[src/rtl/inst_fetch_resp_if.sv]
// inst_fetch_resp_if -- fetch-side and memory-side signals of inst_fetch_resp.
//   ce_i/pc_i/inval_i       : fetch request from the PC register
//   inst_o/inst_valid_o     : instruction toward IF/ID
//   stallreq_o/err_o        : stall request and fetch-timeout pulse
//   mem_addr_o/mem_rd_o     : byte read request to 8-bit instruction memory
//   mem_data_i/mem_ready_i  : returned byte and its valid strobe
// slave = the fetch unit, master = PC/memory environment.
interface inst_fetch_resp_if;
  logic        ce_i;
  logic [31:0] pc_i;
  logic        inval_i;
  logic [31:0] inst_o;
  logic        inst_valid_o;
  logic        stallreq_o;
  logic        err_o;
  logic [31:0] mem_addr_o;
  logic        mem_rd_o;
  logic [7:0]  mem_data_i;
  logic        mem_ready_i;

  modport slave (
    input  ce_i, pc_i, inval_i, mem_data_i, mem_ready_i,
    output inst_o, inst_valid_o, stallreq_o, err_o, mem_addr_o, mem_rd_o
  );
  modport master (
    output ce_i, pc_i, inval_i, mem_data_i, mem_ready_i,
    input  inst_o, inst_valid_o, stallreq_o, err_o, mem_addr_o, mem_rd_o
  );
endinterface

[src/rtl/inst_fetch_resp.sv]
// inst_fetch_resp -- one-word instruction buffer filled from an 8-bit memory.
// A hit on the buffered word is returned combinationally; a miss stalls the
// pipeline while four byte beats are read (little-endian) and assembled.
// A beat that waits TIMEOUT cycles for mem_ready_i aborts with a one-cycle
// err_o pulse; the fetch is retried from beat 0 if ce_i is still high.
// Ports:
//   clk  : system clock, rising edge
//   rst  : asynchronous active-low reset
//   bus  : inst_fetch_resp_if.slave (fetch request, instruction, memory)
module inst_fetch_resp #(
  parameter int TIMEOUT = 255
) (
  input  logic               clk,
  input  logic               rst,
  inst_fetch_resp_if.slave   bus
);
  localparam int WW = (TIMEOUT < 2) ? 1 : $clog2(TIMEOUT + 1);
  localparam logic [WW-1:0] WLAST = WW'(TIMEOUT - 1);

  typedef enum logic {IDLE, FETCH} state_t;

  state_t        r_state, w_nxt;
  logic [1:0]    r_beat;
  logic [WW-1:0] r_wait;
  logic          r_valid;
  logic [29:0]   r_tag, r_addr;
  logic [31:0]   r_data;
  logic [23:0]   r_stage;

  logic        w_hit, w_start, w_last, w_timeout;
  logic [31:0] w_inst, w_mem_addr;
  logic        w_inst_valid, w_stall, w_err, w_mem_rd;
  logic        w_unused_pc;

  // Byte offset of the PC is irrelevant for word fetches.
  assign w_unused_pc = ^bus.pc_i[1:0];

  assign w_hit     = r_valid & (r_tag == bus.pc_i[31:2]);
  assign w_start   = (r_state == IDLE) & bus.ce_i & ~w_hit;
  assign w_last    = (r_state == FETCH) & bus.mem_ready_i & (r_beat == 2'd3);
  // Abort when this idle beat would bring the wait count to TIMEOUT.
  assign w_timeout = (r_state == FETCH) & ~bus.mem_ready_i & (r_wait == WLAST);

  // Outputs are held at zero while reset is asserted, even with ce_i high.
  always_comb begin
    w_nxt        = r_state;
    w_inst       = '0;
    w_inst_valid = 1'b0;
    w_stall      = 1'b0;
    w_err        = 1'b0;
    w_mem_addr   = '0;
    w_mem_rd     = 1'b0;
    if (rst) begin
      case (r_state)
        IDLE: begin
          if (bus.ce_i) begin
            if (w_hit) begin
              w_inst       = r_data;
              w_inst_valid = 1'b1;
            end else begin
              w_stall = 1'b1;
              w_nxt   = FETCH;
            end
          end
        end
        FETCH: begin
          // Branches and ce_i drops do not abort; the fetch runs to addr_q.
          w_mem_rd   = 1'b1;
          w_mem_addr = {r_addr, r_beat};
          w_stall    = bus.ce_i;
          if (w_last) begin
            w_nxt = IDLE;
          end else if (w_timeout) begin
            w_err = 1'b1;
            w_nxt = IDLE;
          end
        end
        default: w_nxt = IDLE;
      endcase
    end
  end

  assign bus.inst_o       = w_inst;
  assign bus.inst_valid_o = w_inst_valid;
  assign bus.stallreq_o   = w_stall;
  assign bus.err_o        = w_err;
  assign bus.mem_addr_o   = w_mem_addr;
  assign bus.mem_rd_o     = w_mem_rd;

  always_ff @(posedge clk or negedge rst) begin
    if (!rst) begin
      r_state <= IDLE;
      r_beat  <= '0;
      r_wait  <= '0;
      r_valid <= 1'b0;
      r_tag   <= '0;
      r_addr  <= '0;
      r_data  <= '0;
      r_stage <= '0;
    end else begin
      r_state <= w_nxt;
      if (w_start) begin
        r_addr <= bus.pc_i[31:2];
        r_beat <= '0;
        r_wait <= '0;
      end
      if (r_state == FETCH) begin
        if (bus.mem_ready_i) begin
          case (r_beat)
            2'd0: r_stage[7:0]   <= bus.mem_data_i;
            2'd1: r_stage[15:8]  <= bus.mem_data_i;
            2'd2: r_stage[23:16] <= bus.mem_data_i;
            default: begin
              r_data <= {bus.mem_data_i, r_stage};
              r_tag  <= r_addr;
            end
          endcase
          r_beat <= r_beat + 2'd1;
          r_wait <= '0;
        end else if (w_timeout) begin
          r_beat <= '0;
          r_wait <= '0;
        end else begin
          r_wait <= r_wait + 1'b1;
        end
      end
      // Invalidate wins over a completing fill in the same cycle.
      if (bus.inval_i)     r_valid <= 1'b0;
      else if (w_last)     r_valid <= 1'b1;
      else if (w_timeout)  r_valid <= 1'b0;
    end
  end
endmodule

[src/flat_wrapper.sv]
// flat-port wrapper written by rule: the top's interface ports become plain ports
module inst_fetch_resp_flat 
#(
  parameter int TIMEOUT = 255
)
  (clk, rst, bus_ce_i, bus_pc_i, bus_inval_i, bus_mem_data_i, bus_mem_ready_i, bus_inst_o, bus_inst_valid_o, bus_stallreq_o, bus_err_o, bus_mem_addr_o, bus_mem_rd_o);
  inst_fetch_resp_if bus_i ();
  input  logic clk;
  input  logic rst;
  input wire logic [$bits(bus_i.ce_i)-1:0] bus_ce_i;
  input wire logic [$bits(bus_i.pc_i)-1:0] bus_pc_i;
  input wire logic [$bits(bus_i.inval_i)-1:0] bus_inval_i;
  input wire logic [$bits(bus_i.mem_data_i)-1:0] bus_mem_data_i;
  input wire logic [$bits(bus_i.mem_ready_i)-1:0] bus_mem_ready_i;
  output wire logic [$bits(bus_i.inst_o)-1:0] bus_inst_o;
  output wire logic [$bits(bus_i.inst_valid_o)-1:0] bus_inst_valid_o;
  output wire logic [$bits(bus_i.stallreq_o)-1:0] bus_stallreq_o;
  output wire logic [$bits(bus_i.err_o)-1:0] bus_err_o;
  output wire logic [$bits(bus_i.mem_addr_o)-1:0] bus_mem_addr_o;
  output wire logic [$bits(bus_i.mem_rd_o)-1:0] bus_mem_rd_o;
  assign bus_i.ce_i = bus_ce_i;
  assign bus_i.pc_i = bus_pc_i;
  assign bus_i.inval_i = bus_inval_i;
  assign bus_i.mem_data_i = bus_mem_data_i;
  assign bus_i.mem_ready_i = bus_mem_ready_i;
  assign bus_inst_o = bus_i.inst_o;
  assign bus_inst_valid_o = bus_i.inst_valid_o;
  assign bus_stallreq_o = bus_i.stallreq_o;
  assign bus_err_o = bus_i.err_o;
  assign bus_mem_addr_o = bus_i.mem_addr_o;
  assign bus_mem_rd_o = bus_i.mem_rd_o;
  inst_fetch_resp #(.TIMEOUT(TIMEOUT)) u_core (.clk(clk), .rst(rst), .bus(bus_i));
endmodule
[config.mk]
export PLATFORM = sky130hd
export DESIGN_NAME = inst_fetch_resp_flat
export DESIGN_NICKNAME = d
export VERILOG_FILES = /design/src/rtl/inst_fetch_resp_if.sv /design/src/rtl/inst_fetch_resp.sv /design/src/flat_wrapper.sv
export SDC_FILE = /design/constraint.sdc
export NUM_CORES = 1
export LEC_CHECK = 0
export ABC_AREA = 1
export ABC_CLOCK_PERIOD_IN_PS = 2200
export BUFFER_PORTS_ARGS = -buffer_cell sky130_fd_sc_hd__buf_2
export CAP_MARGIN = 20
export CELL_PAD_IN_SITES_DETAIL_PLACEMENT = 1
export CELL_PAD_IN_SITES_GLOBAL_PLACEMENT = 2
export CORE_MARGIN = 3
export CORE_UTILIZATION = 32
export DETAILED_ROUTE_END_ITERATION = 7
export PLACE_DENSITY = 0.79
export SLEW_MARGIN = 40
export SYNTH_ARGS = -nofsm -noshare
export SYNTH_HDL_FRONTEND = slang
export SYNTH_SLANG_ARGS = --single-unit
[constraint.sdc]
create_clock -name clk -period 2.2 [get_ports clk]
set_clock_uncertainty 0.1 [all_clocks]
set_input_delay 0.44 -clock clk [delete_from_list [all_inputs] [get_ports clk]]
set_output_delay 0.44 -clock clk [all_outputs]
set_load 0.03 [all_outputs]
==> metrics <==
WP data required=around 1.7 ns; layout cell share with drive strength beyond 1=0.2330; Yosys warning count=0; HPWL Detailed=about 12,000 um; Final nets=between 900 and 1,000; first drt pass iteration count=4; Setup CP Type=register to primary output; MaxCap Viol Count=0; net count after synthesis=between 800 and 900; status=complete, but fails checks; Bufs and invs on worst path=2; Clock transition at path regs=roughly 0.060 ns; #FFs+latches synth=about 130; Total Wirelength=between 15,000 and 20,000 um; sequential share of the synthesized area=0.5274; Max VDD drop=0.5849 mV; Clock Latency Late Sink=between 0.4 and 0.5 ns; first-pass GRT wire length=around 28,000 um; pre-CTS setup slack=-0.2349 ns; most frequent CP cell=nand2_1; Critical Path Fanout Max=33; DRC=0; I/O pin count=between 100 and 150; vias in the first global route=approximately 5,500; largest net degree at the start of global routing=107; Root Buffer=clkbuf_16; Slew @ Worst Pin=approximately 0.57 ns; Pleak=approximately 4.3 nW; post-route ant nets=0; Final WS setup=-0.3565 ns; synth unique cells=25; Hold WC Path Type=input port to async pin; Placer Congestion=0.7649; CP Capture Type=primary output; vias per cell=~4.5; CP max stage cell=dfrtp_1; CP arrival=around 2.0 ns; failing checks=setup timing; Die Ht=between 100 and 150 um; TritonCTS clock tree=yes; crit start category=register; Area Growth Syn to Fin=30.26%; Slew Limit Fails=0; Vias=5,267; DR iter-0 viols=271; Worst R2R Start=u_core.r_tag[27]; Critical Path, Cell by Cell=xnor2_2, nand2_1, nor2_2, nand2_1, nor2_4, nand4_4, buf_12, nor2_1, buf_4; min Tclk post-route=between 2 and 3 ns; Synth Instances=~790; Antenna Cells=0; Setup violations, final=34; Hold Vio Cnt, Final=0; # clock sinks=between 100 and 150; overall routing resource usage=0.1724; beginning of the critical path=u_core.r_tag[27]; global route total overflow=0; CTS Buffer Depth=2; Initial Utilization=0.3313; RSZ-0062 raised after global routing=yes; Setup TNS Final=-11.30 ns; die area=a little over 20,000 um^2; f_max=0.3912 GHz; IO buf count=110; Die X=about 140 um; synthesized cell area=6073 um^2; pwr/cell area=~1300 nW/um^2; Routed wire per std cell=about 14 um; CTS HTree Levels=4; Core Region=18,330 um^2; row count=49; Max stage delay on crit path=roughly 0.42 ns; fin crit share=1.162; Slew Limit Headroom=0.6214; CTS Buf Count=17; syn avg cell area=between 7 and 8 um^2; delay-heaviest family, CP=simple AND/OR/NAND/NOR gates; initial antenna violation count=1
final cells by class:
class / instances / area [um^2]
fillers: 2253 / 10420
flip-flops and latches: 128 / 3207
multi-input cells: 487 / 2223
repair buffers: 149 / 1041
inverters: 144 / 540.5
clock buffers: 17 / 425.4
well taps: 229 / 286.5
clock inverters: 15 / 187.7
timing repair:
action / 4_1_cts / 5_1_grt
pin swaps: 0 / 2
endpoints found under the setup margin: 35 / 35
endpoints found under the hold margin: 22 / 0
hold buffers: 1 / 0
gates resized for setup: 38 / 21
buffers inserted: 0 / 3
flip-flops by register name (all words and copies together) (netlist names):
| register | count |
|---|---|
| u_core.r_tag | 30 |
| u_core.r_state | 1 |
| u_core.r_addr | 30 |
| u_core.r_valid | 1 |
| u_core.r_data | 32 |
| u_core.r_wait | 8 |
| u_core.r_beat | 2 |
| u_core.r_stage | 24 |
synth_stat cells, drive strengths merged:
library cell | number | area share
nand2 | 236 | 0.15
inv | 144 | 0.089
dfrtp | 128 | 0.53
o21ai | 111 | 0.091
nor2 | 86 | 0.056
nand3 | 26 | 0.021
buf | 15 | 0.017
clkbuf | 15 | 0.0093
xnor2 | 7 | 0.010
ha | 6 | 0.012
xor2 | 5 | 0.0072
nand4 | 4 | 0.0052
a21oi | 2 | 0.0016
nor3 | 2 | 0.0016
a31oi | 1 | 0.0010
or2 | 1 | 0.0010
placed cells by master, fill, tap and decap left out, types with 2 or more instances in the layout:
cell	count
buf_4	61
nor2_1	75
nor2_4	3
nand3_1	26
nand2_4	2
o21ai_0	89
nand4_1	3
buf_12	7
inv_8	3
a21oi_1	2
xnor2_1	6
inv_1	128
o21ai_1	22
buf_2	75
dfrtp_2	3
clkbuf_16	17
nand2_2	2
nand2_1	232
dfrtp_1	125
ha_1	6
nor2_2	8
bufinv_16	2
buf_6	6
nor3_1	2
xor2_1	5
inv_6	7
inv_2	16
stage by stage:
step / total power, mW / utilization / instance area, um^2 / hold slack [ns] / std cells
after detailed placement: 7.070 / 0.3879 / 7111 / 0.3613 / 1133
after floorplan: 6.032 / - / 6073 / 0.04441 / 789
after global placement: 6.943 / 0.3879 / 7111 / 0.3547 / 1133
after global routing: 10.83 / 0.4316 / 7911 / 0.05705 / 1169
after CTS: 10.11 / 0.4278 / 7841 / 0.05113 / 1166
final: 9.982 / 0.4316 / 7911 / 0.02106 / 1169
power by group:
part | switching [mW] | internal, mW
Sequential | 0.616 | 3.41
Combinational | 1.96 | 1.07
Clock | 1.20 | 1.73
Total | 3.77 | 6.21
layer usage:
layer / GRT usage / vias up / wire length (um)
met5: 0 / - / 13
met4: 0.05352 / 2 / 211
met3: 0.04193 / 17 / 682
met2: 0.2870 / 91 / 7899
met1: 0.2224 / 2509 / 7875
li1: - / 2648 / -
final timing paths:
| check | endpoint | slack [ns] | cells past startpoint |
|---|---|---|---|
| setup / recovery | bus_inst_o[25] | -0.36 | 9 |
| hold / removal | u_core.r_tag[0] | 0.02 | 2 |
| setup reg to reg | u_core.r_addr[23] | 0.25 | 11 |
| hold reg to reg | u_core.r_addr[7] | 0.37 | 2 |
| max in group asynchronous | u_core.r_wait[2] | 1.47 | 3 |
| min in group clk | u_core.r_valid | 0.07 | 2 |
cells by family (layout without fill, tap and decap cells):
| kind of cell | after synthesis | in the layout | share of synthesized area |
|---|---|---|---|
| and+or+nand+nor | 355 | 355 | 0.2336 |
| DFF | 128 | 128 | 0.5274 |
| AOI/OAI and AO/OA | 114 | 114 | 0.09415 |
| buffers and inverters | 174 | 325 | 0.1152 |
| adders and majority gates | 6 | 6 | 0.01236 |
| xor gates and xnor gates | 12 | 12 | 0.01731 |
Power figures use the tool's default switching activity.
